===== config.mk =====
export PLATFORM = sky130hd
export DESIGN_NAME = spi_read_scheduler_flat
export DESIGN_NICKNAME = d
export VERILOG_FILES = /design/src/rtl/spi_read_scheduler_if.sv /design/src/rtl/spi_read_scheduler.sv /design/src/flat_wrapper.sv
export SDC_FILE = /design/constraint.sdc
export NUM_CORES = 1
export LEC_CHECK = 0
export CELL_PAD_IN_SITES_DETAIL_PLACEMENT = 0
export CELL_PAD_IN_SITES_GLOBAL_PLACEMENT = 2
export CORE_MARGIN = 5
export CORE_UTILIZATION = 43
export CTS_CLUSTER_SIZE = 25
export DETAILED_ROUTE_END_ITERATION = 10
export PLACE_DENSITY = 0.84
export SYNTH_ARGS = -nofsm -noshare
export SYNTH_HDL_FRONTEND = slang
export SYNTH_SLANG_ARGS = --single-unit

===== constraint.sdc =====
create_clock -name clk -period 3.6 [get_ports clk]
set_clock_uncertainty 0.2 [all_clocks]
set_input_delay 0.54 -clock clk [delete_from_list [all_inputs] [get_ports clk]]
set_output_delay 0.54 -clock clk [all_outputs]
set_load 0.01 [all_outputs]

===== src/rtl/spi_read_scheduler_if.sv =====
// Job queue / SD reader handshake bundle for spi_read_scheduler.
// Latency: none; this file only groups wires.
// Backpressure: job_ready from the scheduler throttles the host's job_valid.
// Ports:
//   slave  - scheduler side: takes job_* / flush / rd_irq / rd_error; drives
//            job_ready, rd_* descriptor, rd_start, done_*, busy, queue_count.
//   master - host/reader side: the mirror image.
interface spi_read_scheduler_if #(
  parameter int DEPTH = 4
);
  logic                     job_valid;
  logic                     job_ready;
  logic [31:0]              job_addr;
  logic [15:0]              job_sector;
  logic [15:0]              job_len;
  logic [3:0]               job_tag;
  logic                     flush;
  logic [31:0]              rd_startaddr;
  logic [15:0]              rd_sector;
  logic [15:0]              rd_len_sector;
  logic                     rd_start;
  logic                     rd_irq;
  logic                     rd_error;
  logic                     done;
  logic                     done_ok;
  logic [3:0]               done_tag;
  logic [1:0]               done_tries;
  logic                     busy;
  logic [$clog2(DEPTH):0]   queue_count;

  modport slave (
    input  job_valid, job_addr, job_sector, job_len, job_tag, flush,
    input  rd_irq, rd_error,
    output job_ready, rd_startaddr, rd_sector, rd_len_sector, rd_start,
    output done, done_ok, done_tag, done_tries, busy, queue_count
  );

  modport master (
    output job_valid, job_addr, job_sector, job_len, job_tag, flush,
    output rd_irq, rd_error,
    input  job_ready, rd_startaddr, rd_sector, rd_len_sector, rd_start,
    input  done, done_ok, done_tag, done_tries, busy, queue_count
  );
endinterface


===== src/rtl/spi_read_scheduler.sv =====
// Queues SD read jobs and drives a sector reader one job at a time, with retry on error.
// Latency: push->rd_start 2 cycles when idle; rd_irq->done 2 cycles; null job push->done 2 cycles.
// Backpressure: job_ready drops when the queue holds DEPTH jobs or flush is asserted.
// Ports: clk, rst (async active-low), bus (slave modport of spi_read_scheduler_if).
module spi_read_scheduler #(
  parameter int DEPTH     = 4,
  parameter int MAX_RETRY = 2
) (
  input  logic               clk,
  input  logic               rst,
  spi_read_scheduler_if.slave bus
);
  localparam int PW = $clog2(DEPTH);
  localparam logic [PW:0]   FULL_CNT  = DEPTH[PW:0];
  localparam logic [PW:0]   CNT_ONE   = 1;
  localparam logic [PW-1:0] PTR_ONE   = 1;
  localparam logic [1:0]    RETRY_LIM = MAX_RETRY[1:0];

  typedef struct packed {
    logic [31:0] addr;
    logic [15:0] sector;
    logic [15:0] len;
    logic [3:0]  tag;
  } job_t;

  typedef enum logic [2:0] {IDLE, ISSUE, WAIT, EVAL, REPORT} state_t;

  job_t          mem [DEPTH];
  job_t          head;
  logic [PW-1:0] wr_ptr, rd_ptr;
  logic [PW:0]   count;
  state_t        state, state_nxt;

  logic [31:0]   cur_addr;
  logic [15:0]   cur_sector;
  logic [15:0]   cur_len_m1;
  logic [3:0]    cur_tag;
  logic [1:0]    tries;
  logic          err_seen;
  logic          ok_q;

  logic          push, pop, load_desc, clr_err, inc_tries, set_ok, ok_val;

  assign head          = mem[rd_ptr];
  assign bus.job_ready = rst && !bus.flush && (count < FULL_CNT);
  assign push          = bus.job_valid && bus.job_ready;

  // Queue pointers and occupancy. Flush empties the queue but leaves the
  // job already latched in the current registers alone.
  always_ff @(posedge clk or negedge rst) begin
    if (!rst) begin
      wr_ptr <= '0;
      rd_ptr <= '0;
      count  <= '0;
    end else if (bus.flush) begin
      wr_ptr <= '0;
      rd_ptr <= '0;
      count  <= '0;
    end else begin
      if (push) wr_ptr <= wr_ptr + PTR_ONE;
      if (pop)  rd_ptr <= rd_ptr + PTR_ONE;
      case ({push, pop})
        2'b10:   count <= count + CNT_ONE;
        2'b01:   count <= count - CNT_ONE;
        default: count <= count;
      endcase
    end
  end

  // Storage needs no reset: occupancy alone decides what is valid.
  always_ff @(posedge clk) begin
    if (push) mem[wr_ptr] <= '{addr: bus.job_addr, sector: bus.job_sector,
                               len: bus.job_len, tag: bus.job_tag};
  end

  always_ff @(posedge clk or negedge rst) begin
    if (!rst) state <= IDLE;
    else      state <= state_nxt;
  end

  always_comb begin
    state_nxt = state;
    pop       = 1'b0;
    load_desc = 1'b0;
    clr_err   = 1'b0;
    inc_tries = 1'b0;
    set_ok    = 1'b0;
    ok_val    = 1'b0;
    case (state)
      IDLE: begin
        // A flush in the same cycle wins: the head is discarded, not started.
        if (count != '0 && !bus.flush) begin
          pop = 1'b1;
          if (head.len != 16'd0) begin
            load_desc = 1'b1;
            state_nxt = ISSUE;
          end else begin
            set_ok    = 1'b1;
            ok_val    = 1'b1;
            state_nxt = REPORT;
          end
        end
      end
      ISSUE: begin
        clr_err   = 1'b1;
        state_nxt = WAIT;
      end
      WAIT: begin
        if (bus.rd_irq) state_nxt = EVAL;
      end
      EVAL: begin
        if (err_seen && (tries < RETRY_LIM)) begin
          inc_tries = 1'b1;
          state_nxt = ISSUE;
        end else begin
          set_ok    = 1'b1;
          ok_val    = !err_seen;
          state_nxt = REPORT;
        end
      end
      REPORT:  state_nxt = IDLE;
      default: state_nxt = IDLE;
    endcase
  end

  // Current job registers. The descriptor is only reloaded on a non-null pop,
  // so it is held untouched across retries.
  always_ff @(posedge clk or negedge rst) begin
    if (!rst) begin
      cur_addr   <= '0;
      cur_sector <= '0;
      cur_len_m1 <= '0;
      cur_tag    <= '0;
      tries      <= '0;
      err_seen   <= 1'b0;
      ok_q       <= 1'b0;
    end else begin
      if (pop) begin
        cur_tag <= head.tag;
        tries   <= '0;
      end
      if (load_desc) begin
        cur_addr   <= head.addr;
        cur_sector <= head.sector;
        cur_len_m1 <= head.len - 16'd1;
      end
      if (inc_tries) tries <= tries + 2'd1;
      // An error coinciding with rd_irq is still captured before EVAL.
      if (clr_err)                          err_seen <= 1'b0;
      else if (state == WAIT && bus.rd_error) err_seen <= 1'b1;
      if (set_ok) ok_q <= ok_val;
    end
  end

  assign bus.rd_startaddr  = cur_addr;
  assign bus.rd_sector     = cur_sector;
  assign bus.rd_len_sector = cur_len_m1;
  assign bus.rd_start      = (state == ISSUE);
  assign bus.done          = (state == REPORT);
  assign bus.done_ok       = bus.done && ok_q;
  assign bus.done_tag      = bus.done ? cur_tag : 4'd0;
  assign bus.done_tries    = bus.done ? tries : 2'd0;
  assign bus.busy          = (state != IDLE) || (count != '0);
  assign bus.queue_count   = count;
endmodule


===== src/flat_wrapper.sv =====
// flat-port wrapper written by rule: the top's interface ports become plain ports
module spi_read_scheduler_flat 
#(
  parameter int DEPTH     = 4,
  parameter int MAX_RETRY = 2
)
  (clk, rst, bus_job_valid, bus_job_addr, bus_job_sector, bus_job_len, bus_job_tag, bus_flush, bus_rd_irq, bus_rd_error, bus_job_ready, bus_rd_startaddr, bus_rd_sector, bus_rd_len_sector, bus_rd_start, bus_done, bus_done_ok, bus_done_tag, bus_done_tries, bus_busy, bus_queue_count);
  spi_read_scheduler_if #(.DEPTH(DEPTH)) bus_i ();
  input  logic clk;
  input  logic rst;
  input wire logic [$bits(bus_i.job_valid)-1:0] bus_job_valid;
  input wire logic [$bits(bus_i.job_addr)-1:0] bus_job_addr;
  input wire logic [$bits(bus_i.job_sector)-1:0] bus_job_sector;
  input wire logic [$bits(bus_i.job_len)-1:0] bus_job_len;
  input wire logic [$bits(bus_i.job_tag)-1:0] bus_job_tag;
  input wire logic [$bits(bus_i.flush)-1:0] bus_flush;
  input wire logic [$bits(bus_i.rd_irq)-1:0] bus_rd_irq;
  input wire logic [$bits(bus_i.rd_error)-1:0] bus_rd_error;
  output wire logic [$bits(bus_i.job_ready)-1:0] bus_job_ready;
  output wire logic [$bits(bus_i.rd_startaddr)-1:0] bus_rd_startaddr;
  output wire logic [$bits(bus_i.rd_sector)-1:0] bus_rd_sector;
  output wire logic [$bits(bus_i.rd_len_sector)-1:0] bus_rd_len_sector;
  output wire logic [$bits(bus_i.rd_start)-1:0] bus_rd_start;
  output wire logic [$bits(bus_i.done)-1:0] bus_done;
  output wire logic [$bits(bus_i.done_ok)-1:0] bus_done_ok;
  output wire logic [$bits(bus_i.done_tag)-1:0] bus_done_tag;
  output wire logic [$bits(bus_i.done_tries)-1:0] bus_done_tries;
  output wire logic [$bits(bus_i.busy)-1:0] bus_busy;
  output wire logic [$bits(bus_i.queue_count)-1:0] bus_queue_count;
  assign bus_i.job_valid = bus_job_valid;
  assign bus_i.job_addr = bus_job_addr;
  assign bus_i.job_sector = bus_job_sector;
  assign bus_i.job_len = bus_job_len;
  assign bus_i.job_tag = bus_job_tag;
  assign bus_i.flush = bus_flush;
  assign bus_i.rd_irq = bus_rd_irq;
  assign bus_i.rd_error = bus_rd_error;
  assign bus_job_ready = bus_i.job_ready;
  assign bus_rd_startaddr = bus_i.rd_startaddr;
  assign bus_rd_sector = bus_i.rd_sector;
  assign bus_rd_len_sector = bus_i.rd_len_sector;
  assign bus_rd_start = bus_i.rd_start;
  assign bus_done = bus_i.done;
  assign bus_done_ok = bus_i.done_ok;
  assign bus_done_tag = bus_i.done_tag;
  assign bus_done_tries = bus_i.done_tries;
  assign bus_busy = bus_i.busy;
  assign bus_queue_count = bus_i.queue_count;
  spi_read_scheduler #(.DEPTH(DEPTH), .MAX_RETRY(MAX_RETRY)) u_core (.clk(clk), .rst(rst), .bus(bus_i));
endmodule

==> results of run 1 <==
==> cell type report <==
| class | count | area, um2 | area share |
|---|---|---|---|
| diodes | 1 | 2.50 | 0.000150 |
| clock buffers | 55 | 1040 | 0.0624 |
| clock inverters | 12 | 159 | 0.00950 |
| inverters | 8 | 30.0 | 0.00179 |
| multi-input cells | 271 | 3030 | 0.181 |
| flip-flops and latches | 354 | 10200 | 0.611 |
| well taps | 396 | 495 | 0.0296 |
| repair buffers | 174 | 1750 | 0.104 |
==> worst max path at each step <==
stage	from	endpoint	slack, ns	cells past startpoint
2_1_floorplan	u_core.rd_ptr[0]$_DFFE_PN0P_	u_core.bus.rd_sector[0]$_DFFE_PN0P_	0.42	7
3_3_place_gp	u_core.rd_ptr[0]$_DFFE_PN0P_	u_core.bus.rd_startaddr[17]$_DFFE_PN0P_	0.25	7
3_5_place_dp	u_core.rd_ptr[0]$_DFFE_PN0P_	u_core.bus.rd_startaddr[23]$_DFFE_PN0P_	0.24	7
4_1_cts	u_core.rd_ptr[0]$_DFFE_PN0P_	u_core.bus.rd_sector[5]$_DFFE_PN0P_	0.22	7
5_1_grt	u_core.rd_ptr[0]$_DFFE_PN0P_	u_core.bus.rd_startaddr[13]$_DFFE_PN0P_	0.11	7
6_report	u_core.rd_ptr[0]$_DFFE_PN0P_	u_core.bus.rd_startaddr[13]$_DFFE_PN0P_	0.31	7
==> cell families (layout without fill, tap and decap cells) <==
group,count (synthesis),count (layout),synth area share
fa+ha+maj,7,7,0.00709
flops,354,354,0.762
buf+inv,38,249,0.0144
mux,118,118,0.156
other cells,0,1,0
compound gates,29,29,0.0132
xor+xnor,19,19,0.0124
simple gates,98,98,0.0352
==> per-stage QoR <==
step | power, mW | area [um2]
6_report | 11.6 | 16700
5_1_grt | 12.2 | 16700
4_1_cts | 11.8 | 16700
3_5_place_dp | 8.02 | 15500
3_3_place_gp | 7.99 | 15500
2_1_floorplan | 6.72 | 13400
==> flip-flops by register name, indices dropped and copies added (netlist names) <==
signal                    cells
u_core.tries                  2
u_core.state                  3
u_core.cur_tag                4
u_core.bus.rd_startaddr      32
u_core.rd_ptr                 2
u_core.bus.rd_len_sector     16
u_core.wr_ptr                 2
u_core.bus.rd_sector         16
u_core.mem                  272
u_core.ok_q                   1
u_core.err_seen               1
u_core.bus.queue_count        3
==> layer usage <==
metal  vias up  routed length [um]
met2       205               12100
met5         -                  53
met4         8                 449
met3        44                2200
met1      3272               11100
li1       2974                   -
==> worst reg2reg max path, delay by kind of cell, from the launching register on <==
kind                   cells  cell delay [ns]
AND/OR/NAND/NOR            2             0.65
multiplexers               2             0.99
flip-flops                 1             0.50
AO/OA/AOI/OAI              1             0.26
buffers and inverters      2             0.57
==> cell usage in the layout, fill, tap and decap left out, drive strengths merged, types with 18 or more instances in the layout <==
master         instances
nand2                 39
buf                   23
clkdlybuf4s50        150
edfxtp               272
clkbuf                55
mux2                  49
nor2                  18
mux4                  68
o21ai                 21
dfrtp                 82
==> report_power, final <==
| group | internal [mW] | leakage [nW] | total [mW] | switching [mW] |
|---|---|---|---|---|
| registers | 4.91 | 3.48 | 5.28 | 0.366 |
| logic | 1.50 | 1.67 | 2.60 | 1.10 |
| clock network | 2.24 | 0.580 | 3.73 | 1.49 |
| total | 8.65 | 5.72 | 11.6 | 2.96 |
==> metrics.md, run 1 <==
| Metric | Value |
|---|---|
| Buffers and inverters on the worst path | `2` |
| Post-CTS Setup Inserts | `0` |
| 1st-iter DRT viols | `between 300 and 400` |
| Total of max-cap violations | `0` |
| Routed wire length | `around 26,000 um` |
| Dpl hpwl | `16,100 um` |
| CTS Buf Count | `37` |
| Hold Path Class | `reg -> reg` |
| Row count | `64` |
| Post-route ant nets | `0` |
| Core area | `30,700 um2` |
| Reg-to-reg critical path startpoint | `u_core.rd_ptr[0]$_DFFE_PN0P_` |
| Resize count post-CTS | `0` |
| First-pass GRT wire length | `40,900 um` |
| Number of synthesis warnings | `0` |
| Post-synth top flop | `edfxtp_1` |
| Leading area contributor after synthesis | `edfxtp_1` |
| IO Pins | `152` |
| Port buffer count | `151` |
| Peak Freq | `roughly 300 MHz` |
| Global route overflow | `0` |
| Fin. max-slew vios | `0` |
| Hold Slack | `0.277 ns` |
| Worst path slowest cell | `mux4_2` |
| Starting Density | `0.438` |
| Layout Area Growth over Synthesis | `24.7%` |
| Tmin final | `3.29 ns` |
| Reg-to-Reg End | `u_core.bus.rd_startaddr[13]$_DFFE_PN0P_` |
| Die H | `187 um` |
| Final std cells w/o fill | `1,271` |
| Hold path start | `u_core.bus.rd_len_sector[8]$_DFFE_PN0P_` |
| Critical Path RT | `3.81 ns` |
| Crit-path max FO | `49` |
| Synthesis-stage register bit count | `about 350` |
| Initial antenna violation count | `4` |
| Clk_lat worst skew | `between 0.5 and 0.6 ns` |
| Grt met1 use | `0.210` |
| Startpoint types | `flip-flop` |
| Clk sink count | `354` |
| Place WS | `0.236 ns` |
| Rel. slew slack | `0.555` |
| DR DRC count | `0` |
| Final layout net count | `927` |
| R2R cell count | `7` |
| Share of layout cells above drive strength 1 | `0.173` |
| Final worst-path setup slack | `between 0.3 and 0.4 ns` |
| Synth top cells by count | `edfxtp_1 (272), dfrtp_1 (82), mux4_2 (68)` |
| Grt peak-use layer | `met2` |
| GP Congestion | `0.691` |
| Total track usage | `0.149` |
| Post-Syn Area | `13,400 um2` |
| CP endpoint kind | `flip-flop` |
| Wire per inst | `20.4 um` |
| Worst EP arrival | `3.50 ns` |
| Die ar. | `34,800 um2` |
| Hold Vio Cnt, Final | `0` |
| # setup viols final | `0` |
| First-pass DRT Iterations | `4` |
| CTS max path bufs | `3` |
| Sum Neg Setup Slack | `0 ns` |
| Top cells by area, synth | `edfxtp_1 (61%), dfrtp_1 (15%), mux4_2 (11%)` |
| Crit path max-delay family | `multiplexers` |
| CTS root buf | `clkbuf_16` |
| Post-synthesis cell count | `663` |
| Placed cells | `1,202` |
| Total number of vias | `6,503` |
| Max stage delay on crit path | `0.59 ns` |
| Die width | `187 um` |
| Htree depth | `2` |
| Net Count, Synth | `744` |
| PD cells | `694 nW/um2` |
| GR met2 Demand/Resource | `0.230` |
| Clock transition at path regs | `0.06 ns` |
| CTS Hold Bufs | `1` |
| Number of global-route vias before repair | `7,014` |
| Leak | `5.72 nW` |
| Largest net degree at the start of global routing | `50` |
| Post-synth ARST share | `0.232` |
| Yosys cell types | `40` |
| GRT met3 Usage | `0.0462` |
| Final Cycle Share | `0.915` |
| WHS Path Cells | `2` |
| Final Core Density | `0.546` |
| Hold endpoint | `u_core.bus.rd_len_sector[8]$_DFFE_PN0P_` |
| Peak supply drop | `just over 0.5 mV` |
| CP cell instances | `buf_4 -> mux4_2 -> nor4_2 -> nand3_1 -> o31ai_4 -> buf_12 -> mux2_1` |
| Seq/Total Area, Yosys | `0.762` |
| Post-synth EDFFs | `272` |
| Fillers | `2,389` |
| Vias per cell | `just over 5` |
| RSZ-0062 raised after global routing | `false` |
| R2r setup slk | `0.31 ns` |
| Crit Path Category | `reg -> reg` |
| Count leader, synth | `edfxtp_1` |
| TritonCTS clock tree | `yes` |
| Syn avg cell area | `20.2 um2` |
| Yosys top cell area share | `0.609` |
| Worst-Margin Slew | `0.666 ns` |
| Status | `finished, final reports clean` |
Note: power is estimated with default switching activity, not from simulation.
==> run 2, diff against run 1 <==
--- a/config.mk
+++ b/config.mk
@@ -5,13 +5,14 @@
 export SDC_FILE = /design/constraint.sdc
 export NUM_CORES = 1
 export LEC_CHECK = 0
+export ABC_AREA = 0
 export CELL_PAD_IN_SITES_DETAIL_PLACEMENT = 0
 export CELL_PAD_IN_SITES_GLOBAL_PLACEMENT = 2
 export CORE_MARGIN = 5
-export CORE_UTILIZATION = 43
+export CORE_UTILIZATION = 35
 export CTS_CLUSTER_SIZE = 25
 export DETAILED_ROUTE_END_ITERATION = 10
-export PLACE_DENSITY = 0.84
+export PLACE_DENSITY = 0.71
 export SYNTH_ARGS = -nofsm -noshare
 export SYNTH_HDL_FRONTEND = slang
 export SYNTH_SLANG_ARGS = --single-unit
==> metrics.md, run 2 (synthesized netlist as in run 1, its figures left out) <==
| Metric | Value |
|---|---|
| Sum Neg Setup Slack | `0 ns` |
| Row count | `between 70 and 80` |
| Routed wire length | `27,400 um` |
| Wire per inst | `a little under 20 um` |
| Final layout net count | `934` |
| PD cells | `approximately 680 nW/um2` |
| Share of layout cells above drive strength 1 | `0.184` |
| Number of global-route vias before repair | `about 7.2k` |
| Resize count post-CTS | `0` |
| Global route overflow | `0` |
| Reg-to-reg critical path startpoint | `u_core.rd_ptr[0]$_DFFE_PN0P_` |
| Hold Path Class | `reg -> reg` |
| R2r setup slk | `about 0.35 ns` |
| Biggest register | `u_core.mem` |
| Clk_lat worst skew | `0.52 ns` |
| CTS max path bufs | `3` |
| DR DRC count | `0` |
| R2R cell count | `8` |
| Max Used Layer | `met5` |
| Post-route ant nets | `0` |
| TritonCTS clock tree | `yes` |
| Int Power | `roughly 8.6 mW` |
| Layout Area Growth over Synthesis | `26.3%` |
| Total number of vias | `6,544` |
| Initial antenna violation count | `3` |
| WL met2 | `roughly 14,000 um` |
| Fillers | `3,277` |
| Commonest cells after routing, fill and taps aside | `edfxtp_1 (272), clkdlybuf4s50_1 (150), dfrtp_1 (80), mux4_2 (68), mux2_1 (49)` |
| Core area | `37,800 um2` |
| First-pass GRT wire length | `between 40,000 and 50,000 um` |
| Peak Freq | `307 MHz` |
| Status | `finished, final reports clean` |
| Clock transition at path regs | `0.06 ns` |
| Worst path slowest cell | `mux4_2` |
| CP endpoint kind | `flip-flop` |
| RSZ-0062 raised after global routing | `false` |
| Max stage delay on crit path | `0.58 ns` |
| Die H | `206 um` |
| Met1 wire length | `11,700 um` |
| Total of max-cap violations | `0` |
| Clock Power Share | `0.316` |
| Starting Density | `0.355` |
| Worst EP arrival | `3.45 ns` |
| Tmin final | `3.25 ns` |
| Dpl hpwl | `~17,000 um` |
| Critical Path RT | `between 3 and 4 ns` |
| Fin. max-slew vios | `0` |
| Reg-to-Reg End | `u_core.bus.rd_startaddr[10]$_DFFE_PN0P_` |
| CP startpoint | `u_core.rd_ptr[0]$_DFFE_PN0P_` |
| Port buffer count | `151` |
| 1st-iter DRT viols | `between 200 and 300` |
| Largest register FFs | `272` |
| First-pass DRT Iterations | `4` |
| Cell mode on critical path | `buf_12` |
| CTS root buf | `clkbuf_16` |
| Hold Vio Cnt, Final | `0` |
| Seq pwr share | `0.454` |
| Final Cycle Share | `0.903` |
| Startpoint types | `flip-flop` |
| Die ar. | `between 40,000 and 50,000 um2` |
| Crit Path Category | `reg -> reg` |
| Clk sink count | `between 300 and 400` |
| Crit-path max FO | `17` |
| Combinational power share | `0.230` |
| Largest net degree at the start of global routing | `59` |
| Switching power | `3.01 mW` |
| Worst-Margin Slew | `0.883 ns` |
| Switching Share | `0.259` |
| CP cell instances | `buf_4 -> mux4_2 -> nor4_2 -> nand3_1 -> o31ai_4 -> buf_12 -> buf_12 -> mux2_1` |
| CP endpoint | `u_core.bus.rd_startaddr[10]$_DFFE_PN0P_` |
| Htree depth | `2` |
| # setup viols final | `0` |
| Leak | `5.77 nW` |
| IO Pins | `152` |
| Vias per cell | `4.69` |
| Commonest non-fill, non-tap cell in the layout | `edfxtp_1` |
| Total track usage | `0.133` |
| GP Congestion | `0.702` |
| CTS Buf Count | `39` |
| WL met3 | `1510 um` |
| Die width | `206 um` |
| Peak supply drop | `0.500 mV` |
| Tot Pwr | `approximately 12 mW` |
| Rel. slew slack | `0.411` |
run 2: cell count changes in the layout (fill, tap and decap cells not counted):
cell	delta
inv_6	+2
clkinv_8	-1
clkinv_4	+2
bufinv_16	-2
clkbuf_1	-2
clkbuf_16	+1
inv_16	-1
buf_12	+5
clkinv_2	+5
clkinv_1	-1
run 2: how the worst min path moves through the flow:
stage / start / endpoint / slack (ns) / cells after the start
3_5_place_dp: u_core.cur_tag[3]$_DFFE_PN0P_ / u_core.cur_tag[3]$_DFFE_PN0P_ / 0.26 / 2
3_3_place_gp: u_core.cur_tag[2]$_DFFE_PN0P_ / u_core.cur_tag[2]$_DFFE_PN0P_ / 0.26 / 2
4_1_cts: u_core.cur_tag[3]$_DFFE_PN0P_ / u_core.cur_tag[3]$_DFFE_PN0P_ / 0.28 / 2
6_report: u_core.cur_tag[3]$_DFFE_PN0P_ / u_core.cur_tag[3]$_DFFE_PN0P_ / 0.27 / 2
5_1_grt: u_core.bus.rd_sector[9]$_DFFE_PN0P_ / u_core.bus.rd_sector[9]$_DFFE_PN0P_ / 0.30 / 1
2_1_floorplan: rst / u_core.bus.queue_count[0]$_DFFE_PN0P_ / 0.04 / 0
run 2: per-layer routing:
| layer | vias to the layer above | GRT usage |
|---|---|---|
| li1 | 2991 | - |
| met1 | 3357 | 0.174 |
| met2 | 146 | 0.221 |
| met3 | 46 | 0.0340 |
| met4 | 4 | 0.0380 |
| met5 | - | 0 |
run 2: repair_timing:
item / 4_1_cts / 5_1_grt
endpoints found under the hold margin: 24 / 0
hold buffers: 1 / 0
setup endpoints to repair: 0 / 48
setup buffers: 0 / 1
run 2: metrics by stage:
step,hold slack (ns),instance area [um2],utilization,cells,setup slack (ns)
4_1_cts,0.278,16900,0.448,1392,0.159
2_1_floorplan,0.0444,13400,-,663,0.424
5_1_grt,0.304,17000,0.449,1393,0.124
3_3_place_gp,0.257,15700,0.417,1321,0.205
3_5_place_dp,0.263,15700,0.417,1321,0.170
6_report,0.270,17000,0.449,1394,0.348
run 2: critical path, delay by kind of cell (launching register included):
family	cells	cell delay, ns
flops	1	0.45
buf+inv	3	0.56
mux	2	0.92
simple gates	2	0.66
compound gates	1	0.33
run 2: area by class of cell:
type | instances | area, um2 | share of cell area
Clock buffer | 54 | 1060 | 0.0627
Tap cell | 511 | 639 | 0.0377
Antenna cell | 1 | 2.50 | 0.000148
Timing Repair Buffer | 179 | 1850 | 0.109
Multi-Input combinational cell | 271 | 3030 | 0.178
Clock inverter | 16 | 119 | 0.00701
Inverter | 8 | 30.0 | 0.00177
Sequential cell | 354 | 10200 | 0.603
run 2: power by group through the flow:
| stage | registers [mW] | logic, mW | clock network (mW) |
|---|---|---|---|
| 2_1_floorplan | 5.37 | 1.35 | 0 |
| 3_3_place_gp | 5.36 | 2.71 | 0 |
| 3_5_place_dp | 5.35 | 2.73 | 0 |
| 4_1_cts | 5.28 | 2.74 | 3.81 |
| 5_1_grt | 5.32 | 2.93 | 3.98 |
| 6_report | 5.26 | 2.66 | 3.67 |
==> run 3, diff against run 2 <==
--- a/config.mk
+++ b/config.mk
@@ -6,6 +6,7 @@
 export NUM_CORES = 1
 export LEC_CHECK = 0
 export ABC_AREA = 0
+export CAP_MARGIN = 25
 export CELL_PAD_IN_SITES_DETAIL_PLACEMENT = 0
 export CELL_PAD_IN_SITES_GLOBAL_PLACEMENT = 2
 export CORE_MARGIN = 5
==> results of run 3 <==
The final DEF is identical to that of run 2; final timing and power are the same.
